**src/rtl/dmem_pkg.sv**
```systemverilog
// Shared definitions for the data-memory arbiter: MemOp codes, FSM state
// encoding and the default address/data widths of data_mem.
package dmem_pkg;

    localparam int DMEM_ADDR_W = 12;
    localparam int DMEM_DATA_W = 32;

    // MemOp encodings as understood by data_mem (stores reuse OP_B/OP_H/OP_W)
    localparam logic [2:0] OP_B  = 3'b000;
    localparam logic [2:0] OP_H  = 3'b001;
    localparam logic [2:0] OP_W  = 3'b010;
    localparam logic [2:0] OP_BU = 3'b011;
    localparam logic [2:0] OP_HU = 3'b100;

    typedef enum logic [0:0] {
        ST_IDLE   = 1'b0,
        ST_ACCESS = 1'b1
    } arb_state_e;

endpackage

```
**src/rtl/dmem_arbiter_rr_arb2.sv**
```systemverilog
// Two-input arbiter decision logic. Purely combinational: the priority
// pointer is owned by the caller, so this block only picks the winner.
module rr_arb2 (
    input  logic req0,
    input  logic req1,
    input  logic ptr,
    input  logic fixed_prio,
    output logic win_idx,
    output logic win_vld
);

    // Pick the winning port from the request pair, pointer and priority mode
    always_comb begin
        win_idx = 1'b0;
        win_vld = 1'b0;
        case ({req1, req0})
            2'b01: begin
                win_idx = 1'b0;
                win_vld = 1'b1;
            end
            2'b10: begin
                win_idx = 1'b1;
                win_vld = 1'b1;
            end
            2'b11: begin
                win_vld = 1'b1;
                if (fixed_prio) begin
                    win_idx = 1'b0;
                end else begin
                    win_idx = ptr;
                end
            end
            default: begin
                win_idx = 1'b0;
                win_vld = 1'b0;
            end
        endcase
    end

endmodule

```
**src/rtl/dmem_arbiter.sv**
```systemverilog
// Shares the single data_mem load/store port between the CPU memory stage
// (port 0) and the UART loader / debug master (port 1). One access cycle per
// grant; every output toward the masters and data_mem comes from a flop.
module dmem_arbiter
    import dmem_pkg::*;
#(
    parameter int ADDR_W     = DMEM_ADDR_W,
    parameter int DATA_W     = DMEM_DATA_W,
    parameter int FIXED_PRIO = 0
) (
    input  logic              clk,
    input  logic              rst,
    input  logic              m0_req,
    input  logic              m0_we,
    input  logic [ADDR_W-1:0] m0_addr,
    input  logic [DATA_W-1:0] m0_wdata,
    input  logic [2:0]        m0_op,
    input  logic              m1_req,
    input  logic              m1_we,
    input  logic [ADDR_W-1:0] m1_addr,
    input  logic [DATA_W-1:0] m1_wdata,
    input  logic [2:0]        m1_op,
    output logic              m0_gnt,
    output logic              m0_done,
    output logic [DATA_W-1:0] m0_rdata,
    output logic              m1_gnt,
    output logic              m1_done,
    output logic [DATA_W-1:0] m1_rdata,
    output logic [ADDR_W-1:0] mem_Addr,
    output logic [DATA_W-1:0] mem_DataIn,
    output logic [2:0]        mem_MemOp,
    output logic              mem_MemWr,
    input  logic [DATA_W-1:0] mem_DataOut
);

    localparam logic FIXED_S = (FIXED_PRIO != 0) ? 1'b1 : 1'b0;

    arb_state_e        state_r, state_nx_s;
    logic              ptr_r, ptr_nx_s;
    logic              win_idx_s, win_vld_s;

    logic              owner_r, owner_nx_s;
    logic              gnt0_r, gnt0_nx_s, gnt1_r, gnt1_nx_s;
    logic              done0_r, done0_nx_s, done1_r, done1_nx_s;
    logic [DATA_W-1:0] rdata0_r, rdata0_nx_s, rdata1_r, rdata1_nx_s;
    logic [ADDR_W-1:0] mem_addr_r, mem_addr_nx_s;
    logic [DATA_W-1:0] mem_din_r, mem_din_nx_s;
    logic [2:0]        mem_op_r, mem_op_nx_s;
    logic              mem_wr_r, mem_wr_nx_s;

    rr_arb2 u_rr_arb2 (
        .req0       (m0_req),
        .req1       (m1_req),
        .ptr        (ptr_r),
        .fixed_prio (FIXED_S),
        .win_idx    (win_idx_s),
        .win_vld    (win_vld_s)
    );

    // State and round-robin pointer registers
    always_ff @(posedge clk or posedge rst) begin
        if (rst) begin
            state_r <= ST_IDLE;
            ptr_r   <= 1'b0;
        end else begin
            state_r <= state_nx_s;
            ptr_r   <= ptr_nx_s;
        end
    end

    // Next-state and pointer update; the pointer only moves on a contested win
    always_comb begin
        state_nx_s = state_r;
        ptr_nx_s   = ptr_r;
        case (state_r)
            ST_IDLE: begin
                if (win_vld_s) begin
                    state_nx_s = ST_ACCESS;
                    if (m0_req && m1_req && !FIXED_S) begin
                        ptr_nx_s = ~win_idx_s;
                    end else begin
                        ptr_nx_s = ptr_r;
                    end
                end else begin
                    state_nx_s = ST_IDLE;
                end
            end
            ST_ACCESS: begin
                state_nx_s = ST_IDLE;
            end
            default: begin
                state_nx_s = ST_IDLE;
            end
        endcase
    end

    // Next values of the output flops: launch an access, then complete it
    always_comb begin
        owner_nx_s    = owner_r;
        gnt0_nx_s     = 1'b0;
        gnt1_nx_s     = 1'b0;
        done0_nx_s    = 1'b0;
        done1_nx_s    = 1'b0;
        rdata0_nx_s   = rdata0_r;
        rdata1_nx_s   = rdata1_r;
        mem_addr_nx_s = mem_addr_r;
        mem_din_nx_s  = mem_din_r;
        mem_op_nx_s   = mem_op_r;
        mem_wr_nx_s   = 1'b0;
        case (state_r)
            ST_IDLE: begin
                if (win_vld_s) begin
                    owner_nx_s = win_idx_s;
                    if (win_idx_s) begin
                        gnt1_nx_s     = 1'b1;
                        mem_addr_nx_s = m1_addr;
                        mem_din_nx_s  = m1_wdata;
                        mem_op_nx_s   = m1_op;
                        mem_wr_nx_s   = m1_we;
                    end else begin
                        gnt0_nx_s     = 1'b1;
                        mem_addr_nx_s = m0_addr;
                        mem_din_nx_s  = m0_wdata;
                        mem_op_nx_s   = m0_op;
                        mem_wr_nx_s   = m0_we;
                    end
                end else begin
                    owner_nx_s = owner_r;
                end
            end
            ST_ACCESS: begin
                // mem_wr_r holds the latched direction for the whole access
                if (owner_r) begin
                    done1_nx_s = 1'b1;
                    if (!mem_wr_r) begin
                        rdata1_nx_s = mem_DataOut;
                    end else begin
                        rdata1_nx_s = rdata1_r;
                    end
                end else begin
                    done0_nx_s = 1'b1;
                    if (!mem_wr_r) begin
                        rdata0_nx_s = mem_DataOut;
                    end else begin
                        rdata0_nx_s = rdata0_r;
                    end
                end
            end
            default: begin
                owner_nx_s = owner_r;
            end
        endcase
    end

    // Output flops; reset clears MemWr asynchronously so a pending store aborts
    always_ff @(posedge clk or posedge rst) begin
        if (rst) begin
            owner_r    <= 1'b0;
            gnt0_r     <= 1'b0;
            gnt1_r     <= 1'b0;
            done0_r    <= 1'b0;
            done1_r    <= 1'b0;
            rdata0_r   <= {DATA_W{1'b0}};
            rdata1_r   <= {DATA_W{1'b0}};
            mem_addr_r <= {ADDR_W{1'b0}};
            mem_din_r  <= {DATA_W{1'b0}};
            mem_op_r   <= 3'b000;
            mem_wr_r   <= 1'b0;
        end else begin
            owner_r    <= owner_nx_s;
            gnt0_r     <= gnt0_nx_s;
            gnt1_r     <= gnt1_nx_s;
            done0_r    <= done0_nx_s;
            done1_r    <= done1_nx_s;
            rdata0_r   <= rdata0_nx_s;
            rdata1_r   <= rdata1_nx_s;
            mem_addr_r <= mem_addr_nx_s;
            mem_din_r  <= mem_din_nx_s;
            mem_op_r   <= mem_op_nx_s;
            mem_wr_r   <= mem_wr_nx_s;
        end
    end

    assign m0_gnt     = gnt0_r;
    assign m1_gnt     = gnt1_r;
    assign m0_done    = done0_r;
    assign m1_done    = done1_r;
    assign m0_rdata   = rdata0_r;
    assign m1_rdata   = rdata1_r;
    assign mem_Addr   = mem_addr_r;
    assign mem_DataIn = mem_din_r;
    assign mem_MemOp  = mem_op_r;
    assign mem_MemWr  = mem_wr_r;

endmodule

```
**config.mk**
```make
export PLATFORM = sky130hd
export DESIGN_NAME = dmem_arbiter
export DESIGN_NICKNAME = d
export VERILOG_FILES = /design/src/rtl/dmem_pkg.sv /design/src/rtl/dmem_arbiter_rr_arb2.sv /design/src/rtl/dmem_arbiter.sv
export SDC_FILE = /design/constraint.sdc
export NUM_CORES = 1
export LEC_CHECK = 0
export CAP_MARGIN = 25
export CORE_MARGIN = 1.5
export CORE_UTILIZATION = 40
export DETAILED_ROUTE_END_ITERATION = 8
export MAX_ROUTING_LAYER = met4
export PLACE_DENSITY = 0.8
export SYNTH_ARGS = -nofsm -noshare
export SYNTH_HDL_FRONTEND = slang
export SYNTH_SLANG_ARGS = --single-unit
```
**constraint.sdc**
```tcl
create_clock -name clk -period 4.8 [get_ports clk]
set_input_delay 0.72 -clock clk [delete_from_list [all_inputs] [get_ports clk]]
set_output_delay 0.72 -clock clk [all_outputs]
set_load 0.02 [all_outputs]
```
==> impl_metrics.py <==
metrics = {
    "yosys": {
        "ys_types": 24,
        "yosys.area_share.simple": 0.05126,
        "synth_top_family_by_area": "compound AO/OA/AOI/OAI gates",
        "yosys-top-cells-area": "dfrtp_1 60%, mux2_2 14%, a31oi_1 5.9%",
        "synth_xor_area_frac": 0.001768,
        "synth_area_leader_cell": "dfrtp_1",
        "ys_seq_area_frac": 0.6010,
        "syn_area_um2": 4955,
        "synthMuxAreaShare": 0.1455,
        "yosys_warnings": 0,
        "synth_compound_area_frac": 0.1606,
        "avgSynthCellArea_um2": 11.60,
        "synth.net_count": 559,
        "synth-adder-area-share": 0,
        "syn_inst": 427,
        "ys_seq_elements": 119,
        "synth_top_area_share": 0.6010,
    },
    "clock_network": {
        "cts_resized": 0,
        "cts_sinks": 119,
        "clk_pin_slew_ns": 0.06,
        "clk_latency_ns": 0.40,
        "cts-buffers-inserted": 17,
        "cts_tree": "done",
        "cts-htree-levels": 4,
        "cts_root_buffer": "clkbuf_16",
        "cts_setup_buffers": 0,
        "holdBufCountCts": 0,
        "cts_buffer_depth": 2,
    },
    "detailed_routing": {
        "drtPass1Iterations": 6,
        "drc": 0,
        "avgViaCountPerCell": 5.234,
        "route.vias.total": 4412,
        "wl_per_cell_um": 17.37,
        "drt-total-wl_mm": 14.64,
        "drtAntennaViolNets": 0,
        "drtIter0Drc": 338,
    },
    "global_routing": {
        "grt_antenna_before_repair": 0,
        "first_global_vias": 4403,
        "grt_pass1_wl_mm": 22.65,
        "grt_max_degree": 66,
        "grt_overflow": 0,
        "grt_usage": 0.2344,
    },
    "final_layout": {
        "area_delta_synth_final_pct": 63.56,
        "drive_above_1_share": 0.1570,
        "mostFrequentLayoutCell": "clkdlybuf4s50_1",
        "layout_common_cells": "246 x clkdlybuf4s50_1, 119 x dfrtp_1, 62 x mux2_2",
        "final_nets": 795,
        "diodes": 0,
        "fill_cells": 888,
    },
    "sta": {
        "skew_ns": 0.008322,
        "fmax_ghz": 0.4171,
        "tightest_slew_ns": 1.066,
        "maxSlewViolCount": 0,
        "final.min_clock_period_ns": 2.397,
        "fin_setup_tns_ns": 0,
        "rsz0062_at_grt": "false",
        "relSlewSlack": 0.2891,
        "holdWs_ns": 0.4949,
        "post-route-period-util": 0.4994,
        "hold_violations": 0,
        "setup_violations": 0,
    },
    "critical_path": {
        "worst-path-max-fanout": 52,
        "ff2ff_setup_slack_ns": 2.97,
        "worstPathRequired_ns": 5.08,
        "crit_path_end": "mem_Addr[0]$_DFFE_PP0P_",
        "arrival_ns": 2.68,
        "worst-r2r-cell-count": 3,
        "r2r_start": "ptr_r$_DFFE_PP0P_",
        "r2r_end": "mem_MemWr$_DFF_PP0_",
        "critPathLaunch": "m1_req",
        "endpoint_kind": "register",
        "critPathKind": "in2reg",
        "crit_path_start_kind": "input pin",
    },
    "floorplan": {
        "dieWidth_um": 114.3,
        "die_area_um2": 13060,
        "dieHeight_um": 114.3,
        "rows": 40,
        "pin_count": 248,
        "core_um2": 12060,
        "start_util": 0.4108,
    },
    "place": {
        "hpwl_mm": 10.03,
        "gp_congestion": 0.8107,
        "port_buffers": 247,
    },
    "run": {
        "drv_cap": 0,
    },
    "worst_hold_path": {
        "hold_class": "reg2reg",
        "hold_depth": 1,
    },
    "power": {
        "ir_worst_vdd_uv": 241.4,
        "leakagePower_nw": 3.243,
        "p_total_mw": 4.792,
        "power_density_nw_per_um2": 591.3,
    },
    "run_status": {
        "status": "complete, no violations",
    },
}
layout make-up:
class | count | area, µm² | share of cell area
Sequential cell | 119 | 2978 | 0.3675
Timing Repair Buffer | 254 | 2560 | 0.3159
Multi-Input combinational cell | 268 | 1789 | 0.2208
Clock buffer | 17 | 425.4 | 0.05249
Tap cell | 168 | 210.2 | 0.02594
Clock inverter | 14 | 127.6 | 0.01575
Inverter | 3 | 13.76 | 0.001698
per-stage QoR:
stage | instance area, µm² | worst slack (ns) | utilization | instances
finish | 8104 | 2.403 | 0.6719 | 843
floorplan | 4955 | 0.9225 | - | 427
CTS | 8104 | 2.515 | 0.6719 | 843
global route | 8104 | 2.345 | 0.6719 | 843
detailed placement | 7551 | 2.057 | 0.6260 | 812
global placement | 7496 | 1.916 | 0.6215 | 810
how the worst min path moves through the flow:
stage                                  start                       end  slack, ns
floorplan                  ptr_r$_DFFE_PP0P_         ptr_r$_DFFE_PP0P_       0.45
global placement           ptr_r$_DFFE_PP0P_         ptr_r$_DFFE_PP0P_       0.47
detailed placement  m0_rdata[22]$_DFFE_PP0P_  m0_rdata[22]$_DFFE_PP0P_       0.48
CTS                 m0_rdata[23]$_DFFE_PP0P_  m0_rdata[23]$_DFFE_PP0P_       0.50
global route        m1_rdata[18]$_DFFE_PP0P_  m1_rdata[18]$_DFFE_PP0P_       0.52
finish              m0_rdata[23]$_DFFE_PP0P_  m0_rdata[23]$_DFFE_PP0P_       0.49
synth_stat cells, drive strengths merged:
library cell and number:
and2 1, dfrtp 119, o21bai 1, nor2b 1
a31oi 47, o21ai 48, and2b 1, nand2 2
nand3b 2, nor3b 1, clkbuf 20, a2bb2o 1
inv 3, buf 17, nand2b 2, nor2 48
a21oi 48, xnor2 1, mux2 64
metal layers:
| layer | up-vias | track usage | share of wire |
|---|---|---|---|
| met5 | - | - | 0 |
| met4 | 0 | 0.1000 | 0.027 |
| met3 | 33 | 0.06670 | 0.077 |
| met2 | 235 | 0.3747 | 0.49 |
| met1 | 2140 | 0.2791 | 0.40 |
| li1 | 2004 | - | - |
state kept, by name, summed over array words and instances, names as in the netlist:
name,count
m0_done,1
m0_gnt,1
m0_rdata,32
m1_done,1
m1_gnt,1
m1_rdata,32
mem_Addr,12
mem_DataIn,32
mem_MemOp,3
mem_MemWr,1
owner_r,1
ptr_r,1
state_r,1
power by group:
group | internal (mW) | switching (mW) | leakage, nW
combinational | 1.04 | 0.986 | 1.61
sequential | 1.38 | 0.203 | 1.38
clock | 0.711 | 0.471 | 0.262
total | 3.13 | 1.66 | 3.24
kinds of logic after synthesis:
| logic type | count (synthesis) |
|---|---|
| buffers and inverters | 40 |
| AOI/OAI and AO/OA | 145 |
| and+or+nand+nor | 58 |
| DFF | 119 |
| muxes | 64 |
| xor gates and xnor gates | 1 |
critical path, stage by stage:
cell     delay (ns)
buf_2          0.79
inv_1          0.53
buf_16         0.32
o21ai_0        0.21
a21oi_1        0.09
Power figures use the tool's default switching activity.
